--- src/rtl/operand_loader.sv ---
// Operand entry front-end: debounced "enter" button steps switch values into
// operands a, b and opcode, then offers them to the ALU with a one-beat handshake.
module operand_loader #(
  parameter int M        = 4,
  parameter int DEBOUNCE = 3
) (
  input  logic         clk,
  input  logic         rst,
  input  logic [M-1:0] sw,
  input  logic         btn,
  input  logic         ready,
  output logic [M-1:0] a,
  output logic [M-1:0] b,
  output logic [3:0]   op,
  output logic         valid,
  output logic         div_zero,
  output logic [2:0]   state
);

  localparam int CNT_W = (DEBOUNCE < 1) ? 1 : $clog2(DEBOUNCE + 1);
  localparam logic [CNT_W-1:0] CNT_MAX = CNT_W'(DEBOUNCE);

  typedef enum logic [2:0] {
    S_A     = 3'd0,
    S_B     = 3'd1,
    S_OP    = 3'd2,
    S_VALID = 3'd3,
    S_DONE  = 3'd4
  } state_t;

  state_t           state_q, state_d;
  logic             btn_p0, btn_p1;
  logic [CNT_W-1:0] db_cnt_p2;
  logic             db_fired_p2;
  logic             press;
  logic             load_a, load_b, load_op;

  function automatic logic [CNT_W-1:0] sat_inc(input logic [CNT_W-1:0] v);
    return (v == CNT_MAX) ? v : v + CNT_W'(1);
  endfunction

  // Stage p0/p1: two-flop synchronizer for the asynchronous button
  always_ff @(posedge clk) begin
    if (rst) begin
      btn_p0 <= 1'b0;
      btn_p1 <= 1'b0;
    end else begin
      btn_p0 <= btn;
      btn_p1 <= btn_p0;
    end
  end

  // Stage p2: saturating debounce counter; the fired flag keeps a long hold to one pulse
  always_ff @(posedge clk) begin
    if (rst) begin
      db_cnt_p2   <= '0;
      db_fired_p2 <= 1'b0;
    end else if (!btn_p1) begin
      db_cnt_p2   <= '0;
      db_fired_p2 <= 1'b0;
    end else begin
      db_cnt_p2 <= sat_inc(db_cnt_p2);
      if (press) db_fired_p2 <= 1'b1;
    end
  end

  assign press = (db_cnt_p2 == CNT_MAX) && !db_fired_p2;

  always_ff @(posedge clk) begin
    if (rst) state_q <= S_A;
    else     state_q <= state_d;
  end

  always_comb begin
    state_d = state_q;
    load_a  = 1'b0;
    load_b  = 1'b0;
    load_op = 1'b0;
    case (state_q)
      S_A:     if (press) begin load_a  = 1'b1; state_d = S_B;     end
      S_B:     if (press) begin load_b  = 1'b1; state_d = S_OP;    end
      S_OP:    if (press) begin load_op = 1'b1; state_d = S_VALID; end
      S_VALID: if (ready) state_d = S_DONE;
      S_DONE:  if (press) state_d = S_A;
      default: state_d = S_A;
    endcase
  end

  // Operands hold through S_VALID and S_DONE so the ALU result stays displayed
  always_ff @(posedge clk) begin
    if (rst) begin
      a  <= '0;
      b  <= '0;
      op <= '0;
    end else begin
      if (load_a)  a  <= sw;
      if (load_b)  b  <= sw;
      if (load_op) op <= sw[3:0];
    end
  end

  assign state    = state_q;
  assign valid    = (state_q == S_VALID);
  assign div_zero = ((state_q == S_VALID) || (state_q == S_DONE)) &&
                    (op == 4'h3) && (b == '0);

endmodule

--- config.mk ---
export PLATFORM = sky130hd
export DESIGN_NAME = operand_loader
export DESIGN_NICKNAME = d
export VERILOG_FILES = /design/src/rtl/operand_loader.sv
export SDC_FILE = /design/constraint.sdc
export NUM_CORES = 1
export LEC_CHECK = 0
export CORE_MARGIN = 4
export CORE_UTILIZATION = 25
export DETAILED_ROUTE_END_ITERATION = 6
export PLACE_DENSITY = 0.58
export SETUP_SLACK_MARGIN = 0.02
export SLEW_MARGIN = 25
export SYNTH_ARGS = -nofsm -noshare
export SYNTH_HDL_FRONTEND = slang
export SYNTH_SLANG_ARGS = --single-unit
--- constraint.sdc ---
create_clock -name clk -period 1.6 [get_ports clk]
set_input_delay 0.16 -clock clk [delete_from_list [all_inputs] [get_ports clk]]
set_output_delay 0.16 -clock clk [all_outputs]
set_load 0.01 [all_outputs]
# == Word-level counts from Yosys, hierarchy flattened ==
# Index checks and enable logic that the tools add are counted.
# op_classes
addsub,1
reduce_logical,9
mux,10
n_eq_ne,11
bitwise,1
# op_table
cell,n
two-way mux 3 bit,5
one-hot mux 3 bit (5 select lines),1
"!= test 2 bit, second input constant",5
"equality test 3 x 2 -> 1 bit, second input constant",2
AND reduction 5 bit,1
"equality test 4 x 2 -> 1 bit, second input constant",1
zero test 4 bit,1
two-way mux 1 bit,4
"equality test 3 x 1 -> 1 bit, second input constant",1
"equality test 3 bit, second input constant",1
logical AND 1 bit,3
zero test 3 bit,1
"adder 2 x 1 -> 2 bit, second input constant",1
"equality test 2 bit, second input constant",1
OR reduction 2 bit,1
zero test 1 bit,1
logical OR 1 bit,1
NOT 1 bit,1
# totals
wordCells,40
output_inout_bits,17
ff_bits,20
input_bits,8

# == Longest topological paths before layout ==
# Gate-level depths: netlist of the first run.
# depth
ltp_word,4
mapped_depth,6
ltp_nobuf,4

# == Least setup slack after synthesis of the first run ==
# Ideal clock, no wire load.
# synth_path
kind,register to register
from,reg db_cnt_p2[0]
to,reg a[0]
slack_ns,0.293
n_path_buf,2
stages_incl_launch_ff,7
t_required_ns,1.528
setup_ns,0.072
arrival_time_ns,1.235
synth_period_minus_slack_ns,1.307
path_cell_list,dfxtp_1 -> ha_1 -> buf_4 -> nor3b_2 -> and2_1 -> buf_6 -> mux2i_1
# synth_between
elab_chain_cells,4
# synth_lines
item,line,text
"start, declared",33,logic [CNT_W-1:0] db_cnt_p2;
"start signal, assigned",62,db_cnt_p2 <= sat_inc(db_cnt_p2);
equality test 2 bit,67,assign press = (db_cnt_p2 == CNT_MAX) && !db_fired_p2;
logical AND 1 bit,67,
two-way mux 1 bit,80,S_A: if (press) begin load_a = 1'b1; state_d = S_B; end
two-way mux 1 bit,79,case (state_q)
"end signal, assigned",96,if (load_a) a <= sw;
"end, declared",12,"output logic [M-1:0] a,"
# No other way between the ends.
# A chain may end at the register's enable or synchronous reset.

# == Final worst setup path of the first run ==
# layout_path
from,reg state_q[2] (netlist: state[2])
to,out valid
# layout_between
elab_chain_cells,1
# layout_lines
item,line,text
"start, declared",31,"state_t state_q, state_d;"
"start signal, assigned",71,else state_q <= state_d;
equality test 3 x 2 -> 1 bit,103,assign valid = (state_q == S_VALID);
"end, declared",15,"output logic valid,"
# No other way between the ends.

==> out/metrics.yaml, run 1 <==
pwr-share-seq_pct: 52.0
dieArea_sq_um: 4450
min_to: "btn_p0$_SDFF_PP0_"
p_int_mw: 0.783
drt-initial-drc-count: 49
power.density_nw_per_um2: 777
syn_nets: 94
dp_slack_ns: 0.0297
max_slew.worst_pin.slew_ns: 0.483
cp_max_fo: 3
io_pins: 25
path_cells: "and3b_1 -> buf_4 -> dlygate4sd2_1"
port_buffers: 24
synthArstFlopShare_pct: 0
dr_total_vias: 707
max_stage_delay_ns: 0.37
synth_cells: 85
nNetsFinal: 126
p_leak_nw: 0.503
cts_made_buffers: 3
comb_power_share_pct: 4.5
max-vdd-ir-drop_mv: 0.329
core_sq_um: 3340
setup_viol: 0
dp_cells: 158
p_clk_share_pct: 43.4
endpoint_kind: "output pin"
ys_seq_area_share_pct: 46.4
maxCapViolCount: 0
clock_skew_ns: 0.00689
path_buf_inv: 2
setup_slack_ns: 0.161
gp_congestion: 0.885
antenna_found_initial: 0
hold_viol: 0
clockBufferDepth: 2
htree_levels: 1
synth_top_cell_by_area: "dfxtp_1"
area_growth_pct: 44.0
synth_top_area_share_pct: 46.4
cts.sinks: 20
synth_edf_count: 0
rsz0062_at_grt: "no"
timing.rr.start: "db_cnt_p2[0]$_SDFFE_PP0P_"
cts_tree: "done"
die_w_microns: 66.7
syn_area_sq_um: 862
vias_per_cell: 4.36
diodes: 0
cp_slowest_cell: "dfxtp_1"
grt_pass1_vias: 740
cts_setup_buffers: 0
cts-root-buf: "clkbuf_4"
yosysWarnings: 0
fin_crit_ns: 1.44
layout-drive-gt1-share_pct: 14.7
synth_area_per_cell_sq_um: 10.1
setup_tns_ns: 0
dr.pass1.iters: 4
timing.fmax_mhz: 695
synth_ff_type: "dfxtp_1"
required_ns: 1.44
reg2reg_slack_ns: 0.26
layoutNonFillerInstCount: 162
rows: 21
yosysMostFrequentCell: "dfxtp_1"
worstSkewPairLatency_ns: 0.31
synth_common_cells: "dfxtp_1 (20), nand2b_1 (18), mux2i_1 (13)"
worst_hold_path_type: "primary input to flip-flop"
crit_type: "flip-flop to output pin"
grt.overflow.total: 0
initial_utilization_pct: 25.8
synth_seq_cells: 20
r2r_cells: 4
dp_hpwl_mm: 1.49
worstHoldStart: "btn"
synth.area.top_cells: "dfxtp_1 (46%), mux2i_1 (15%), nand2b_1 (13%)"
drt_drc_violations_left: 0
final.fill_count: 346
holdPathStages: 2
cp_top_family: "buffers and inverters"
drtAntennaViolNets: 0
switching_power_mw: 0.182
routedWlPerCell_microns: 11.8
drv_slew: 0
switching_share_pct: 18.8
status: "finished clean"
slew_headroom_pct: 67.7
grt_pass1_wl_mm: 3.34
r2r_end: "a[1]$_SDFFE_PP0P_"
yosysUniqueCellTypes: 23
grt_usage_pct: 9.81
wirelength_mm: 1.91
arrival_ns: 1.28
min_period_over_period_pct: 89.9
clk_pin_slew_ns: 0.12
die_h_microns: 66.7
grt_max_degree: 20
start_kind: "flip-flop"
==> cells in the final DEF, fill, tap and decap left out, types with 2 or more instances in the layout <==
cell type        count
a32oi_1              2
clkbuf_4             3
a21oi_1              2
mux2i_1             13
buf_4                7
nor2_1               7
nand2_1              3
nor2b_1              3
dfxtp_1             18
nand2b_1            18
dfxtp_2              2
clkdlybuf4s50_1     22
==> through the flow <==
stage	power [mW]	hold WS (ns)	utilization, %	area [sq um]
2_1_floorplan	0.532	0.288	-	862
3_3_place_gp	0.557	0.422	35.5	1190
3_5_place_dp	0.558	0.432	35.5	1190
4_1_cts	0.986	0.385	37.3	1240
5_1_grt	1.01	0.382	37.2	1240
6_report	0.965	0.394	37.2	1240
==> sequential cells by signal, indices dropped and copies added (netlist names) <==
name	flops
a	4
b	4
btn_p0	1
btn_p1	1
db_cnt_p2	2
db_fired_p2	1
op	4
state	3
==> repair_timing <==
action / 4_1_cts / 5_1_grt
setup endpoints to repair: 2 / 1
hold endpoints to repair: 0 / 0
hold buffers: 0 / 0
gates resized for setup: 5 / 2
==> cell families (layout without fill, tap and decap cells) <==
family	after synthesis	count (layout)	share of synthesized area, %
flops	20	20	46.4
buf+inv	5	36	3.48
simple gates	40	40	28.4
compound gates	5	5	4.06
mux	13	13	15.1
xor+xnor	1	1	1.02
fa+ha+maj	1	1	1.45
==> worst max-delay path by stage <==
stage | from | endpoint | cells past startpoint
6_report | state[2]$_SDFFE_PP0P_ | valid | 3
5_1_grt | db_cnt_p2[0]$_SDFFE_PP0P_ | a[1]$_SDFFE_PP0P_ | 4
4_1_cts | op[2]$_SDFFE_PP0P_ | div_zero | 4
3_5_place_dp | op[2]$_SDFFE_PP0P_ | div_zero | 4
3_3_place_gp | op[2]$_SDFFE_PP0P_ | div_zero | 4
2_1_floorplan | db_cnt_p2[0]$_SDFFE_PP0P_ | a[0]$_SDFFE_PP0P_ | 6
==> power groups by stage <==
| stage | Combinational, mW | Clock (mW) | Sequential (mW) |
|---|---|---|---|
| 6_report | 0.0438 | 0.419 | 0.502 |
| 2_1_floorplan | 0.0191 | 0 | 0.513 |
| 4_1_cts | 0.0449 | 0.439 | 0.502 |
| 5_1_grt | 0.0478 | 0.460 | 0.503 |
| 3_3_place_gp | 0.0444 | 0 | 0.513 |
| 3_5_place_dp | 0.0448 | 0 | 0.513 |
==> cell type report <==
class	instances	area (sq um)	share of cell area, %
clock buffer	3	22.5	1.81
clock inverter	1	30.0	2.42
inverter	1	3.75	0.302
multi-input combinational	60	438	35.3
sequential	20	403	32.5
tap	46	57.6	4.64
timing repair buffer	31	287	23.1
==> per-layer routing <==
layer | vias up | wire (microns) | part of all wire (%) | global-route usage (%)
met2 | 23 | 982 | 51 | 16.6
met5 | - | 0 | 0 | 0
met1 | 332 | 815 | 43 | 11.2
met4 | 0 | 12 | 0.63 | 5.33
met3 | 2 | 97 | 5.1 | 2.53
li1 | 350 | - | - | -
Note: power is estimated with default switching activity, not from simulation.
==> inputs of run 2 (changes only) <==
--- a/config.mk
+++ b/config.mk
@@ -10,7 +10,7 @@
 export DETAILED_ROUTE_END_ITERATION = 6
 export PLACE_DENSITY = 0.58
 export SETUP_SLACK_MARGIN = 0.02
-export SLEW_MARGIN = 25
+export SLEW_MARGIN = 20
 export SYNTH_ARGS = -nofsm -noshare
 export SYNTH_HDL_FRONTEND = slang
 export SYNTH_SLANG_ARGS = --single-unit
==> results of run 2 <==
The final DEF is identical to that of run 1; final timing and power are the same.
